===== src/rtl/tt_checkpoint_stack.sv =====
// -----------------------------------------------------------------------------
// tt_checkpoint_stack
//
// Purpose:
//   Keeps snapshots of the register translation table, one per renamed branch,
//   in program order. A correct resolve releases the oldest snapshot. A
//   mispredict sends the oldest snapshot back to the translation table as a
//   one-cycle restore pulse and empties the stack.
//
// Ports:
//   clk                 clock
//   n_rst               synchronous active-low reset
//   save                branch renamed this cycle; capture the current table
//   d_translation_in    16 x D_W data-register mappings, logical reg i at [i*D_W +: D_W]
//   s_translation_in    status-register mapping
//   resolve_valid       oldest outstanding branch resolved this cycle
//   resolve_mispredict  qualifies resolve_valid; 1 = mispredicted
//   restore             one-cycle restore pulse to the translation table
//   d_translation       restored data mappings, valid while restore=1
//   s_translation       restored status mapping, valid while restore=1
//   full / empty        count == DEPTH / count == 0
//   count               number of live snapshots
// -----------------------------------------------------------------------------
`ifndef NUM_D_REG
`define NUM_D_REG 64
`endif
`ifndef NUM_S_REG
`define NUM_S_REG 16
`endif

module tt_checkpoint_stack #(
  parameter int DEPTH = 4,
  parameter int D_W   = $clog2(`NUM_D_REG),
  parameter int S_W   = $clog2(`NUM_S_REG),
  // Set to 0 by environments that deliberately exercise an empty mispredict.
  parameter bit CHECK_EMPTY_MISPREDICT = 1'b1,
  localparam int CNT_W   = $clog2(DEPTH + 1),
  localparam int PTR_W   = $clog2(DEPTH),
  localparam int D_ALL_W = 16 * D_W,
  localparam int ENTRY_W = D_ALL_W + S_W
) (
  input  logic               clk,
  input  logic               n_rst,
  input  logic               save,
  input  logic [D_ALL_W-1:0] d_translation_in,
  input  logic [S_W-1:0]     s_translation_in,
  input  logic               resolve_valid,
  input  logic               resolve_mispredict,
  output logic               restore,
  output logic [D_ALL_W-1:0] d_translation,
  output logic [S_W-1:0]     s_translation,
  output logic               full,
  output logic               empty,
  output logic [CNT_W-1:0]   count
);

  // Snapshot storage: {status mapping, data mappings}. No reset needed.
  logic [ENTRY_W-1:0] mem_q [DEPTH];

  logic [PTR_W-1:0]   head_q, head_d;
  logic [PTR_W-1:0]   tail_q, tail_d;
  logic [CNT_W-1:0]   count_q, count_d;
  logic               restore_q, restore_d;
  logic [D_ALL_W-1:0] d_out_q, d_out_d;
  logic [S_W-1:0]     s_out_q, s_out_d;

  logic full_w, empty_w;
  logic correct_ok, mispredict_ok, save_ok;

  assign full_w  = (count_q == CNT_W'(DEPTH));
  assign empty_w = (count_q == '0);

  // During the restore cycle the stack is already empty and the front end is
  // flushing, so resolves and saves are both ignored there.
  assign correct_ok    = resolve_valid && !resolve_mispredict && !empty_w && !restore_q;
  assign mispredict_ok = resolve_valid &&  resolve_mispredict && !empty_w && !restore_q;
  // A save alongside a mispredict belongs to the wrong path and is dropped.
  // When full, a same-cycle correct resolve frees the head slot, which is
  // exactly where tail points, so the new snapshot can take it.
  assign save_ok = save && !restore_q && !mispredict_ok && (!full_w || correct_ok);

  always_comb begin
    head_d    = head_q;
    tail_d    = tail_q;
    count_d   = count_q;
    restore_d = 1'b0;
    d_out_d   = d_out_q;
    s_out_d   = s_out_q;
    if (mispredict_ok) begin
      restore_d = 1'b1;
      d_out_d   = mem_q[head_q][D_ALL_W-1:0];
      s_out_d   = mem_q[head_q][ENTRY_W-1 -: S_W];
      head_d    = '0;
      tail_d    = '0;
      count_d   = '0;
    end else begin
      if (save_ok)    tail_d = tail_q + PTR_W'(1);
      if (correct_ok) head_d = head_q + PTR_W'(1);
      if (save_ok && !correct_ok)      count_d = count_q + CNT_W'(1);
      else if (!save_ok && correct_ok) count_d = count_q - CNT_W'(1);
    end
  end

  always_ff @(posedge clk) begin
    if (!n_rst) begin
      head_q    <= '0;
      tail_q    <= '0;
      count_q   <= '0;
      restore_q <= 1'b0;
      d_out_q   <= '0;
      s_out_q   <= '0;
    end else begin
      head_q    <= head_d;
      tail_q    <= tail_d;
      count_q   <= count_d;
      restore_q <= restore_d;
      d_out_q   <= d_out_d;
      s_out_q   <= s_out_d;
    end
  end

  always_ff @(posedge clk) begin
    if (n_rst && save_ok) begin
      mem_q[tail_q] <= {s_translation_in, d_translation_in};
    end
  end

  assign restore       = restore_q;
  assign d_translation = d_out_q;
  assign s_translation = s_out_q;
  assign full          = full_w;
  assign empty         = empty_w;
  assign count         = count_q;

  // A mispredict with nothing outstanding means upstream lost track of a branch.
  if (CHECK_EMPTY_MISPREDICT) begin : g_chk_empty_mispredict
    a_no_empty_mispredict : assert property (@(posedge clk) disable iff (!n_rst)
      !(resolve_valid && resolve_mispredict && !restore_q && empty_w));
  end

endmodule


===== config.mk =====
export PLATFORM = sky130hd
export DESIGN_NAME = tt_checkpoint_stack
export DESIGN_NICKNAME = d
export VERILOG_FILES = /design/src/rtl/tt_checkpoint_stack.sv
export SDC_FILE = /design/constraint.sdc
export NUM_CORES = 1
export LEC_CHECK = 0
export ABC_CLOCK_PERIOD_IN_PS = 9450
export CAP_MARGIN = 30
export CORE_UTILIZATION = 52
export CTS_BUF_LIST = sky130_fd_sc_hd__clkbuf_2 sky130_fd_sc_hd__clkbuf_4 sky130_fd_sc_hd__clkbuf_8
export DETAILED_ROUTE_END_ITERATION = 6
export PLACE_DENSITY = 0.78
export REMOVE_ABC_BUFFERS = 1
export SLEW_MARGIN = 20
export SYNTH_ARGS = -nofsm -noshare
export SYNTH_HDL_FRONTEND = slang
export SYNTH_SLANG_ARGS = --single-unit

===== constraint.sdc =====
create_clock -name clk -period 9.45 [get_ports clk]
set_clock_uncertainty 0.15 [all_clocks]
set_input_delay 1.4175 -clock clk [delete_from_list [all_inputs] [get_ports clk]]
set_output_delay 1.4175 -clock clk [all_outputs]
set_load 0.01 [all_outputs]

==> run metrics <==
run status complete, no violations; TritonCTS Buffers 79; final count of negative-setup-slack endpoints 0; Die Ht about 190 um; Async SR Flop Fraction 0; Final GP Congestion ~0.74; Clock Power Share 0.357; Starting DRT DRC Count between 500 and 600; synth warn 0; clk sink count approximately 510; drt pass-1 iters 5; Setup CP Type primary input to flip-flop; DPL Wire Length between 20,000 and 25,000 um; synth unique cells 30; CTS root buf clkbuf_8; largest area contributor in the netlist edfxtp_1; setup ws final ~5300 ps; Synth-to-Final Area Change 23.8%; Hold Path Class flip-flop to flip-flop; # IOs between 200 and 250; first-pass GRT wire length 54,300 um; Overflow after GRT 0; Pleak around 7.2 nW; Cell Area, Synth approximately 18,000 um2; layout cell share with drive strength beyond 1 0.217; cts hold-fix bufs 0; largest cells by area after synthesis edfxtp_1 (65%), mux4_2 (12%), dfxtp_1 (12%), o2bb2ai_1 (4.8%), nand2_1 (2.0%); fin nets around 1,300; Yosys top cell area share 0.655; Core Area roughly 35,000 um2; postcts setup bufs 0; Post-Route Setup TNS 0 ps; Combinational Power Share 0.142; placed inst area roughly 21,000 um2; post-cts sizing count 0; Worst-Margin Slew a little under 900 ps; Antenna Nets Post-Route 0; CP arrival between 4000 and 5000 ps; NetSw ~1.3 mW; Via density between 5 and 6; gr busiest metal met2; FF+latch count, synth between 500 and 600; WP data required roughly 9600 ps; Synth Flop Type edfxtp_1; initial antenna violation count 4; register area share after synthesis 0.772; worst slack at placement between 4000 and 5000 ps; via count roughly 9,400; Post-Layout Cell Count 1,693; crit share post-route 0.439; largest net degree at the start of global routing a little over 70; GR Util met3 0.0441; final non-filler cell area between 20,000 and 25,000 um2; max frequency 241 MHz; CTS max path bufs 3; clk_lat worst skew 590 ps; crit start category primary input; die area about 36,000 um2; Die X approximately 190 um; Worst-path clk slew around 60 ps; VDD IR max 0.206 mV; EDFF count, synth 400; Slew HR 0.421; GR met1 Demand/Resource 0.268; WL final 35,900 um; vias in the first global route a little under 10,000; Initial Utilization 0.530; synthesized area per cell around 20 um2; CTS H-tree depth 3; most common library cells after synthesis edfxtp_1 (400), dfxtp_1 (108), mux4_2 (100), nand2_1 (100), o2bb2ai_1 (100); kind of end point of the critical path flip-flop; overall power 5.36 mW; dpl cells 1,540; most common cell in the netlist edfxtp_1; port buffer count between 200 and 250; Flop pwr share 0.501; cell internal pwr ~4.1 mW; CP Max Fanout 35; Max Cap Viol 0; RSZ-0062 raised after global routing no; row count a little under 70; Post-Synthesis Cells approximately 920; GR Util met2 0.327; minimum clock period 4150 ps; TritonCTS clock tree done; Post-route DRC 0; Cell Pwr Density 236 nW/um2; fin. max-slew vios 0; drt wl/cell between 20 and 25 um; Final Hold Viols 0; Sw Ratio 0.235; GRT Total Usage 0.202
## per-stage QoR
step                hold WS [ps]  utilization
floorplan                    336            -
finish                       308        0.656
CTS                          313        0.652
global route                 327        0.656
detailed placement           305        0.603
global placement             299        0.602
## power groups by stage
stage                     Combinational, mW  Clock, mW  Sequential [mW]
after floorplan                       0.384          0             2.80
after global placement                0.741          0             2.73
after detailed placement              0.755          0             2.74
after CTS                             0.757       1.96             2.69
after global routing                  0.815       2.05             2.70
final                                 0.761       1.92             2.69
## flip-flops by register name, summed over array words and instances (netlist names)
name           flops
count              3
d_translation     96
head_q             2
mem_q            400
restore            1
s_translation      4
tail_q             2
## kinds of logic after synthesis
| logic type | share of synthesized area |
|---|---|
| flip-flops | 0.772 |
| AND/OR/NAND/NOR | 0.0258 |
| AO/OA/AOI/OAI | 0.0523 |
| multiplexers | 0.124 |
| buffers and inverters | 0.0196 |
| adder cells (fa/ha/maj) | 0.00450 |
| XOR/XNOR | 0.000955 |
## routing by layer
layer / vias up / share of wire
li1: 4234 / -
met1: 4741 / 0.42
met2: 319 / 0.49
met3: 72 / 0.065
met4: 6 / 0.025
met5: - / 0.0013
## worst max-delay path: stages
cell	delay, ps
clkdlybuf4s50_1	470
or3b_1	450
a211o_1	400
nor3_2	170
buf_4	450
buf_4	550
buf_12	300
## final timing paths
kind	from	end	slack [ps]	cells after the start
min	d_translation[54]	d_translation[54]	310	2
max	resolve_valid	mem_q[3][17]	5300	7
max reg2reg	restore	mem_q[3][17]	6250	6
min reg2reg	d_translation[54]	d_translation[54]	310	2
## placed cells by master (no fill, tap or decap), types with 3 or more instances in the layout
cell	synthesis	routed
o2bb2ai_1	100	100
clkbuf_4	0	30
clkinv_2	0	7
bufinv_16	0	4
edfxtp_1	400	400
clkbuf_8	0	92
nand2_1	100	100
clkdlybuf4s50_1	0	209
clkinv_1	0	11
a21oi_1	3	3
mux2i_1	3	3
nor3_2	0	4
nor2_1	4	3
dfxtp_1	108	106
buf_16	0	4
inv_1	9	9
o211ai_1	4	4
mux4_2	100	100
ha_1	5	5
buf_4	11	17
## cell type report
cell class,count,area [um2]
sequential,508,14200
fill,2303,11900
multi-input combinational,341,3850
timing repair buffer,232,2370
clock buffer,122,1490
tap,455,569
clock inverter,25,220
inverter,9,33.8
antenna,1,2.50
Note: power is estimated with default switching activity, not from simulation.
